### config.mk
export PLATFORM = sky130hd
export DESIGN_NAME = scan_chain_ctrl
export DESIGN_NICKNAME = d
export VERILOG_FILES = /design/src/rtl/scan_chain_ctrl.sv
export SDC_FILE = /design/constraint.sdc
export NUM_CORES = 1
export LEC_CHECK = 0
export ABC_AREA = 1
export BUFFER_PORTS_ARGS = -buffer_cell sky130_fd_sc_hd__buf_2
export CORE_MARGIN = 2
export CORE_UTILIZATION = 46
export CTS_CLUSTER_DIAMETER = 100
export DETAILED_ROUTE_END_ITERATION = 12
export PLACE_DENSITY = 0.82
export SYNTH_ARGS = -nofsm -noshare
export SYNTH_HDL_FRONTEND = slang
export SYNTH_SLANG_ARGS = --single-unit
### constraint.sdc
create_clock -name CLK -period 1.6 [get_ports CLK]
set_input_delay 0.24 -clock CLK [delete_from_list [all_inputs] [get_ports CLK]]
set_output_delay 0.24 -clock CLK [all_outputs]
set_load 0.02 [all_outputs]
### src/rtl/scan_chain_ctrl.sv
// -----------------------------------------------------------------------------
// scan_chain_ctrl
//
// Scan-test initiator for a chain of mux-D scan flops. Each accepted START
// shifts a parallel pattern into the chain, issues one functional capture
// cycle, then shifts the captured state out into the parallel RESP register.
//
// Optional feature macro: SCAN_CHAIN_CTRL_COMPARE_EN
//   defined     -> EXP_IN is latched on START and PASS = (final RESP == EXP)
//                  is registered at the DONE edge.
//   not defined -> EXP_IN is ignored and PASS is tied to 0.
//
// Ports:
//   CLK        in   clock, rising edge
//   RST        in   synchronous, active-high reset (priority over everything)
//   START      in   run request, sampled only while idle
//   PAT_IN     in   [CHAIN_LEN] pattern, captured on the accepting START edge
//   EXP_IN     in   [CHAIN_LEN] expected response, captured with PAT_IN
//   SO         in   scan-out from chain element 0
//   SE         out  scan enable to every chain flop (1 = shift, 0 = capture)
//   SI         out  scan-in to chain element CHAIN_LEN-1
//   BUSY       out  run in progress
//   DONE       out  one-cycle pulse; RESP and PASS valid from here on
//   RESP       out  [CHAIN_LEN] unloaded response, RESP[i] = element i
//   PASS       out  compare result (0 when the compare option is absent)
//   state_dbg  out  [2] current FSM state, for observation only
//
// Handshake: START is a request that is honoured only when BUSY=0 (state
// IDLE, which includes the DONE cycle); requests while BUSY=1 are dropped,
// not queued. DONE is a single-cycle completion pulse with no back-pressure.
// -----------------------------------------------------------------------------
module scan_chain_ctrl #(
    parameter  int CHAIN_LEN = 16,
    localparam int CNT_W     = $clog2(CHAIN_LEN + 1)
) (
    input  logic                 CLK,
    input  logic                 RST,
    input  logic                 START,
    input  logic [CHAIN_LEN-1:0] PAT_IN,
    input  logic [CHAIN_LEN-1:0] EXP_IN,
    input  logic                 SO,
    output logic                 SE,
    output logic                 SI,
    output logic                 BUSY,
    output logic                 DONE,
    output logic [CHAIN_LEN-1:0] RESP,
    output logic                 PASS,
    output logic [1:0]           state_dbg
);

    typedef enum logic [1:0] {
        IDLE    = 2'd0,
        SHIFT   = 2'd1,
        CAPTURE = 2'd2,
        UNLOAD  = 2'd3
    } state_t;

    localparam logic [CNT_W-1:0] LAST = CNT_W'(CHAIN_LEN - 1);

    state_t               state;
    logic [CNT_W-1:0]     cnt;
    logic [CHAIN_LEN-1:0] pat_q;
    logic [CHAIN_LEN-1:0] resp_q;
    logic                 se_q;
    logic                 si_q;
    logic                 busy_q;
    logic                 done_q;
    logic [CHAIN_LEN-1:0] resp_next;

    // Unload samples enter at the MSB and drift down, so the k-th sample
    // (post-capture element k) lands in bit k after CHAIN_LEN samples.
    assign resp_next = {SO, resp_q[CHAIN_LEN-1:1]};

    always_ff @(posedge CLK) begin
        if (RST) begin
            state  <= IDLE;
            cnt    <= '0;
            pat_q  <= '0;
            resp_q <= '0;
            se_q   <= 1'b0;
            si_q   <= 1'b0;
            busy_q <= 1'b0;
            done_q <= 1'b0;
        end else begin
            done_q <= 1'b0;
            case (state)
                IDLE: begin
                    if (START) begin
                        // Bit 0 goes out in the first SHIFT cycle; the rest
                        // is queued in pat_q, lowest bit next.
                        si_q   <= PAT_IN[0];
                        pat_q  <= PAT_IN >> 1;
                        se_q   <= 1'b1;
                        busy_q <= 1'b1;
                        cnt    <= '0;
                        state  <= SHIFT;
                    end
                end
                SHIFT: begin
                    if (cnt == LAST) begin
                        se_q  <= 1'b0;
                        si_q  <= 1'b0;
                        state <= CAPTURE;
                    end else begin
                        cnt   <= cnt + CNT_W'(1);
                        si_q  <= pat_q[0];
                        pat_q <= pat_q >> 1;
                    end
                end
                CAPTURE: begin
                    se_q  <= 1'b1;
                    si_q  <= 1'b0;
                    cnt   <= '0;
                    state <= UNLOAD;
                end
                UNLOAD: begin
                    resp_q <= resp_next;
                    if (cnt == LAST) begin
                        se_q   <= 1'b0;
                        busy_q <= 1'b0;
                        done_q <= 1'b1;
                        state  <= IDLE;
                    end else begin
                        cnt <= cnt + CNT_W'(1);
                    end
                end
                default: state <= IDLE;
            endcase
        end
    end

`ifdef SCAN_CHAIN_CTRL_COMPARE_EN
    logic [CHAIN_LEN-1:0] exp_q;
    logic                 pass_q;

    always_ff @(posedge CLK) begin
        if (RST) begin
            exp_q  <= '0;
            pass_q <= 1'b0;
        end else begin
            if (state == IDLE && START) begin
                exp_q <= EXP_IN;
            end
            // Compare uses the vector including the final SO sample.
            if (state == UNLOAD && cnt == LAST) begin
                pass_q <= (resp_next == exp_q);
            end
        end
    end

    assign PASS = pass_q;
`else
    logic unused_exp;
    assign unused_exp = ^EXP_IN;
    assign PASS       = 1'b0;
`endif

    assign SE        = se_q;
    assign SI        = si_q;
    assign BUSY      = busy_q;
    assign DONE      = done_q;
    assign RESP      = resp_q;
    assign state_dbg = state;

endmodule

# [After elaboration in Yosys (flattened, before gate mapping)]
# Cells that the tools add are included.
[totals] wordCells=50 regBits=43 input_bits=36 output_inout_bits=23
[classes] n_mux=18 n_addsub=1 n_eq_ne=10 bitwise_logic=1 n_reduce_logical=12
[op_table] cell="$mux 16" n=2
[op_table] cell="$pmux 16 s2" n=1
[op_table] cell="$pmux 5 s3" n=1
[op_table] cell="$mux 5" n=2
[op_table] cell="$ne 2x2->1 const B" n=5
[op_table] cell="$reduce_and 3->1" n=3
[op_table] cell="$pmux 2 s4" n=1
[op_table] cell="$mux 2" n=3
[op_table] cell="$pmux 1 s3" n=2
[op_table] cell="$reduce_and 2->1" n=3
[op_table] cell="$add 5x1->5 const B" n=1
[op_table] cell="$eq 5x4->1 const B" n=1
[op_table] cell="$mux 1" n=5
[op_table] cell="$eq 2x2->1 const B" n=2
[op_table] cell="$reduce_bool 2->1" n=2
[op_table] cell="$reduce_or 2->1" n=2
[op_table] cell="$reduce_bool 3->1" n=1
[op_table] cell="$eq 2x1->1 const B" n=1
[op_table] cell="$logic_not 2->1" n=1
[op_table] cell="$ne 2x1->1 const B" n=1
[op_table] cell="$pmux 1 s2" n=1
[op_table] cell="$not 1->1" n=1

# [Longest topological paths before layout]
# Gate-level depths: netlist (run 1).
[depth] word_depth=4 mapped_depth=10 depth_no_buf=10

# [Least setup slack after synthesis (run 1)]
# OpenSTA, ideal clock, no wires.
[synth_path] path_type="reg2reg" from="register cnt[0]" to="register pat_q[0]" path_stages_with_launch=11 synth_period_minus_slack_ns=1.544 t_required_ns=1.487 path_buffers=1 t_arrival_ns=1.432 path_slack_ns=0.056 setup_time_ns=0.113 path_cell_list="dfxtp_1 ha_1 inv_1 nor3_1 ha_1 nand2_2 nand3_2 buf_4 nand2_1 nand2_1 nor2_1"
[synth_via] elab_chain_len=3
[synth_rtl] item="start, declared" line="61" source="logic [CNT_W-1:0] cnt;"
[synth_rtl] item="start signal, assigned" line="105" source="cnt <= cnt + CNT_W'(1);"
[synth_rtl] item="start signal, assigned" line="124" source="cnt <= cnt + CNT_W'(1);"
[synth_rtl] item="$eq 5x4->1" line="100" source="if (cnt == LAST) begin"
[synth_rtl] item="$ne 2x2->1 (no line)"
[synth_rtl] item="$reduce_and 3->1 (no line)"
[synth_rtl] item="end signal, assigned" line="92" source="pat_q <= PAT_IN >> 1;"
[synth_rtl] item="end signal, assigned" line="107" source="pat_q <= pat_q >> 1;"
[synth_rtl] item="end, declared" line="62" source="logic [CHAIN_LEN-1:0] pat_q;"
# No other way between the ends.
# A chain may end at the register's enable or synchronous reset.

# [Worst setup path after layout (run 1)]
[layout_path] from="register cnt[1]" to="register pat_q[6]"
# The elaborated chain is that of the path after synthesis.

==> impl_metrics.env, run 1 <==
export IMPL_crit_required_ns=1.82
export IMPL_maxSlewViolCount=0
export IMPL_clkTransAtPathRegs_ns=0.08
export IMPL_crit_path_cell_trace="ha_4, inv_4, nor3_4, ha_2, nand2_2, nand3_4, buf_12, nand2_1, a21oi_1"
export IMPL_critPathCaptureType="flip-flop"
export IMPL_hp_start="SO"
export IMPL_power_density_nw_per_um2=1840
export IMPL_clock_skew_ns=0.00308
export IMPL_path_max_fanout=5
export IMPL_ios=59
export IMPL_cts_tree="yes"
export IMPL_synth_top_cell_by_area="dfxtp_1"
export IMPL_fillCellCount=348
export IMPL_area_growth_syn_to_layout_pct=30.8
export IMPL_synthTopCellsByArea="dfxtp_1, nand2_1, nor2_1, ha_1, o21ai_0"
export IMPL_reg2reg_depth=9
export IMPL_cts_sinks=42
export IMPL_drc=0
export IMPL_h_tree_depth=2
export IMPL_critPathKind="reg -> reg"
export IMPL_ir_drop_v=0.000909
export IMPL_yosysTopAreaCellShare_pct=42.6
export IMPL_drt_pass1_iter_count=4
export IMPL_port_buffers=41
export IMPL_die_height_um=69.5
export IMPL_grt_pass1_vias=1616
export IMPL_cp_startpoint="cnt[1]$_SDFFE_PP0P_"
export IMPL_post_drt_wl_per_cell_um=12.0
export IMPL_antenna_found_initial=0
export IMPL_grt_max_degree=26
export IMPL_syn_inst=283
export IMPL_period_share_pct=98.9
export IMPL_critPathSlowestCell="dfxtp_2"
export IMPL_cp_data_arrival_time_ns=1.80
export IMPL_fin_crit_ns=1.58
export IMPL_numCtsBuffers=5
export IMPL_rsz0062_at_grt="true"
export IMPL_cts_hold_buf=0
export IMPL_stdcell_count=383
export IMPL_crit_path_start_kind="flip-flop"
export IMPL_wl_mm=4.59
export IMPL_cts_root_buf="clkbuf_8"
export IMPL_antenna_left=0
export IMPL_p_leak_nw=1.27
export IMPL_hold_depth=3
export IMPL_setup_violations=0
export IMPL_clk_latency_ns=0.29
export IMPL_start_util_pct=48.6
export IMPL_gp_congestion=0.921
export IMPL_dr_first_iter_drc_count=103
export IMPL_synth_area_per_cell_sq_um=6.97
export IMPL_coreArea_sq_um=4060
export IMPL_grt_overflow=0
export IMPL_grt_pass1_wl_mm=6.83
export IMPL_timing_setup_tns_ns=0
export IMPL_syn_num_nets=327
export IMPL_syn_area_sq_um=1970
export IMPL_fp_dieW_um=69.5
export IMPL_globalRouteTotalUtil_pct=17.0
export IMPL_ys_seq_elements=42
export IMPL_critPathMaxStageDelay_ns=0.38
export IMPL_worstReg2RegStart="cnt[1]$_SDFFE_PP0P_"
export IMPL_via_per_inst=5.03
export IMPL_clockBufferDepth=2
export IMPL_maxCapViolations=0
export IMPL_drive_gt1_share_pct=31.2
export IMPL_hold_violations=0
export IMPL_status="finished clean"
export IMPL_max_freq_mhz=632
export IMPL_seq_area_frac_synth_pct=42.6
export IMPL_synth_distinct_cells=22
export IMPL_layout_nets=376
export IMPL_insertedDiodeCount=0
export IMPL_dp_cells=370
export IMPL_num_vias=1926
export IMPL_die_area_sq_um=4830
export IMPL_dp_hpwl_mm=2.82
export IMPL_ys_warn_count=0
export IMPL_hold_path_class="in -> reg"
export IMPL_rows=23
-- worst max-delay path: cells and delay by family, from the launching register on --
family,cells,cell delay (ns)
and+or+nand+nor,4,0.45
DFF,1,0.38
adders and majority gates,2,0.37
buffers and inverters,2,0.17
AOI/OAI and AO/OA,1,0.14
-- where the power goes --
group	internal (mW)	switching [mW]	total, mW
sequential	1.33	0.175	1.50
clock	0.346	0.345	0.691
combinational	1.07	1.47	2.54
-- worst paths after layout --
check	to	slack (ns)
worst min register to register	pat_q[11]$_SDFFE_PP0P_	0.46
worst max-delay path	pat_q[6]$_SDFFE_PP0P_	0.02
worst min-delay path	RESP[15]$_SDFFE_PP0P_	0.17
worst max register to register	pat_q[6]$_SDFFE_PP0P_	0.02
-- cell usage in the layout (no fill, tap or decap), drive strengths merged --
master    netlist  layout
nand2          77      77
nor2           57      57
buf            12      55
dfxtp          42      42
o21ai          23      23
inv            21      21
a21oi          15      15
nand4          12      12
clkbuf          3       8
ha              8       8
nand3           5       5
nor3            5       5
o22ai           1       1
a31oi           1       1
conb            1       1
clkinv          0       1
clkinvlp        0       1
-- logic make-up after synthesis --
logic type | Yosys count | synth area share [%]
adders and majority gates | 8 | 5.08
buffers and inverters | 36 | 8.95
AOI/OAI and AO/OA | 40 | 10.3
other | 1 | 0.190
and+or+nand+nor | 156 | 32.9
DFF | 42 | 42.6
-- area by class of cell --
| type | instances | area [sq um] | area share (%) |
|---|---|---|---|
| clock buffers | 6 | 82.6 | 3.20 |
| well taps | 50 | 62.6 | 2.43 |
| inverters | 21 | 81.3 | 3.15 |
| repair buffers | 57 | 393 | 15.2 |
| clock inverters | 2 | 12.5 | 0.485 |
| flip-flops and latches | 42 | 845 | 32.8 |
| multi-input cells | 205 | 1100 | 42.7 |
-- per-layer routing --
layer | global-route usage (%) | routed length (um) | share of wire (%) | vias to the layer above
li1 | - | - | - | 992
met1 | 21.1 | 2040 | 44 | 874
met2 | 28.7 | 2250 | 49 | 54
met3 | 4.22 | 246 | 5.4 | 6
met4 | 5.88 | 53 | 1.2 | 0
met5 | 0 | 0 | 0 | -
-- sequential cells by signal, summed over array words and instances, names as in the netlist --
register and count:
RESP 16, BUSY 1, cnt 5, SI 1
pat_q 15, DONE 1, state_dbg 2, SE 1
-- cells in the mapped netlist --
library cell,n
a21oi_1,15
a31oi_1,1
buf_2,6
buf_4,3
buf_6,3
clkbuf_1,3
conb_1,1
dfxtp_1,42
ha_1,8
inv_1,20
inv_2,1
nand2_1,73
nand2_2,3
nand2_4,1
nand3_1,4
nand3_2,1
nand4_1,12
nor2_1,57
nor3_1,5
o21ai_0,19
o21ai_1,4
o22ai_1,1
-- what timing repair did --
item,in CTS,in global routing
gates resized for setup,2,41
buffers inserted,0,2
pin swaps,0,14
gates cloned,0,3
hold endpoints to repair,0,0
endpoints found under the setup margin,13,25
-- per-stage QoR --
stage	util [%]	hold WS (ns)	area, sq um	power (mW)	worst slack [ns]
finish	63.6	0.174	2580	4.73	0.0180
global route	63.6	0.199	2580	5.08	-0.0610
CTS	58.0	0.170	2350	4.11	0.0184
detailed placement	55.4	0.454	2250	3.41	-0.0607
global placement	55.4	0.451	2250	3.37	0.0266
floorplan	-	0.375	1970	2.93	0.0557
(Power assumes the default switching activity.)
==> run 2: changes to the inputs <==
--- a/config.mk
+++ b/config.mk
@@ -12,6 +12,7 @@
 export CTS_CLUSTER_DIAMETER = 100
 export DETAILED_ROUTE_END_ITERATION = 12
 export PLACE_DENSITY = 0.82
+export RECOVER_POWER = 100
 export SYNTH_ARGS = -nofsm -noshare
 export SYNTH_HDL_FRONTEND = slang
 export SYNTH_SLANG_ARGS = --single-unit
==> run 2 against run 1 <==
  * Total power fell by 0.64%
  * Critical path type unchanged
  * Critical endpoint unchanged
  * Maximum frequency barely moved
  * Largest cell class unchanged
  * Clock-buffer cell count did not move
  * Non-clock buffer count did not move
  * Sequential power barely moved
  * Clock skew fell by 0.00085 ns
==> impl_metrics.env, run 2 (synthesis gave the netlist of run 1 again) <==
export IMPL_numCtsBuffers=5
export IMPL_wl_mm=4.61
export IMPL_post_drt_wl_per_cell_um=12.0
export IMPL_crit_path_start_kind="flip-flop"
export IMPL_fin_crit_ns=1.58
export IMPL_antenna_left=0
export IMPL_gp_congestion=0.921
export IMPL_crit_required_ns=1.82
export IMPL_ff_latch_area_sq_um=845
export IMPL_die_area_sq_um=4830
export IMPL_grt_pass1_wl_mm=6.83
export IMPL_final_common_cell="nand2_1"
export IMPL_hold_violations=0
export IMPL_multiInputGateArea_sq_um=1100
export IMPL_power_density_nw_per_um2=1840
export IMPL_p_leak_nw=1.18
export IMPL_status="finished clean"
export IMPL_largest_reg_flops=16
export IMPL_maxCapViolations=0
export IMPL_cts_tree="yes"
export IMPL_ir_drop_v=0.000904
export IMPL_maxSlewViolCount=0
export IMPL_cts_hold_buf=0
export IMPL_critPathCaptureType="flip-flop"
export IMPL_clock_skew_ns=0.00222
export IMPL_port_buffers=41
export IMPL_rows=23
export IMPL_drive_gt1_share_pct=24.6
export IMPL_area_growth_syn_to_layout_pct=29.4
export IMPL_via_per_inst=4.97
export IMPL_clk_latency_ns=0.29
export IMPL_fillCellCount=354
export IMPL_grt_pass1_vias=1616
export IMPL_path_max_fanout=5
export IMPL_critPathKind="reg -> reg"
export IMPL_cts_sinks=42
export IMPL_period_share_pct=98.9
export IMPL_drc=0
export IMPL_cp_data_arrival_time_ns=1.80
export IMPL_dp_hpwl_mm=2.82
export IMPL_antenna_found_initial=0
export IMPL_max_freq_mhz=632
export IMPL_drt_pass1_iter_count=4
export IMPL_globalRouteTotalUtil_pct=17.0
export IMPL_final_cell_mix="nand2_1, nor2_1, dfxtp_1"
export IMPL_start_util_pct=48.6
export IMPL_fp_dieW_um=69.5
export IMPL_num_vias=1905
export IMPL_grt_max_degree=26
export IMPL_dr_first_iter_drc_count=98
export IMPL_cts_root_buf="clkbuf_8"
export IMPL_hold_path_class="in -> reg"
export IMPL_worst_slack_ns=0.0178
export IMPL_ios=59
export IMPL_r2r_slack_ns=0.02
export IMPL_clkTransAtPathRegs_ns=0.08
export IMPL_h_tree_depth=2
export IMPL_dpl_cell_area_sq_um=2250
export IMPL_insertedDiodeCount=0
export IMPL_setup_violations=0
export IMPL_place_ws_ns=-0.0607
export IMPL_grt_overflow=0
export IMPL_die_height_um=69.5
export IMPL_layout_nets=376
export IMPL_clockBufferDepth=2
export IMPL_rsz0062_at_grt="true"
export IMPL_fin_area_sq_um=2550
export IMPL_coreArea_sq_um=4060
[run 2: cell count changes in the layout (fill, tap and decap cells not counted)]
cell	delta
buf_2	-22
clkbuf_1	+22
[run 2: per-layer routing]
metal  wire (um)  up-vias  global-route usage, %  part of all wire (%)
li1            -      994                      -                     -
met1        2060      857                   21.1                    45
met2        2260       48                   28.7                    49
met3         239        6                   4.22                   5.2
met4          53        0                   5.88                   1.1
met5           0        -                      0                     0
[run 2: stage by stage]
step / power, mW / setup TNS, ns / utilization (%) / hold WS [ns] / cells
floorplan: 2.93 / 0 / - / 0.375 / 283
global route: 5.05 / -0.811 / 62.9 / 0.199 / 383
finish: 4.70 / 0 / 62.9 / 0.176 / 383
CTS: 4.11 / 0 / 58.0 / 0.170 / 378
detailed placement: 3.41 / -0.0959 / 55.4 / 0.454 / 370
global placement: 3.37 / 0 / 55.4 / 0.451 / 370
[run 2: layout make-up]
cell class,count,area share [%]
clock buffers,6,3.24
multi-input cells,205,43.2
inverters,21,3.19
clock inverters,2,0.490
well taps,50,2.45
repair buffers,57,14.3
flip-flops and latches,42,33.1
[run 2: timing repair]
action | CTS | global route
endpoints found under the setup margin | 13 | 25
buffers inserted | 0 | 2
pin swaps | 0 | 14
gates resized for setup | 2 | 41
gates cloned | 0 | 3
[run 2: critical path: stages (launching register included)]
cell,delay [ns]
dfxtp_2,0.37
ha_4,0.16
inv_4,0.04
nor3_4,0.18
ha_2,0.21
nand2_2,0.07
nand3_4,0.15
buf_12,0.14
nand2_1,0.06
a21oi_1,0.14
[run 2: path summary, 6_finish.rpt]
| check | startpoint | to | cells after the start |
|---|---|---|---|
| max | cnt[1]$_SDFFE_PP0P_ | pat_q[6]$_SDFFE_PP0P_ | 9 |
| min | SO | RESP[15]$_SDFFE_PP0P_ | 3 |
| max reg2reg | cnt[1]$_SDFFE_PP0P_ | pat_q[6]$_SDFFE_PP0P_ | 9 |
| min reg2reg | pat_q[11]$_SDFFE_PP0P_ | pat_q[11]$_SDFFE_PP0P_ | 2 |
[run 2: where the power goes]
group	internal (mW)	total (mW)	switching (mW)
logic	1.03	2.50	1.47
clock network	0.346	0.691	0.345
registers	1.33	1.51	0.179
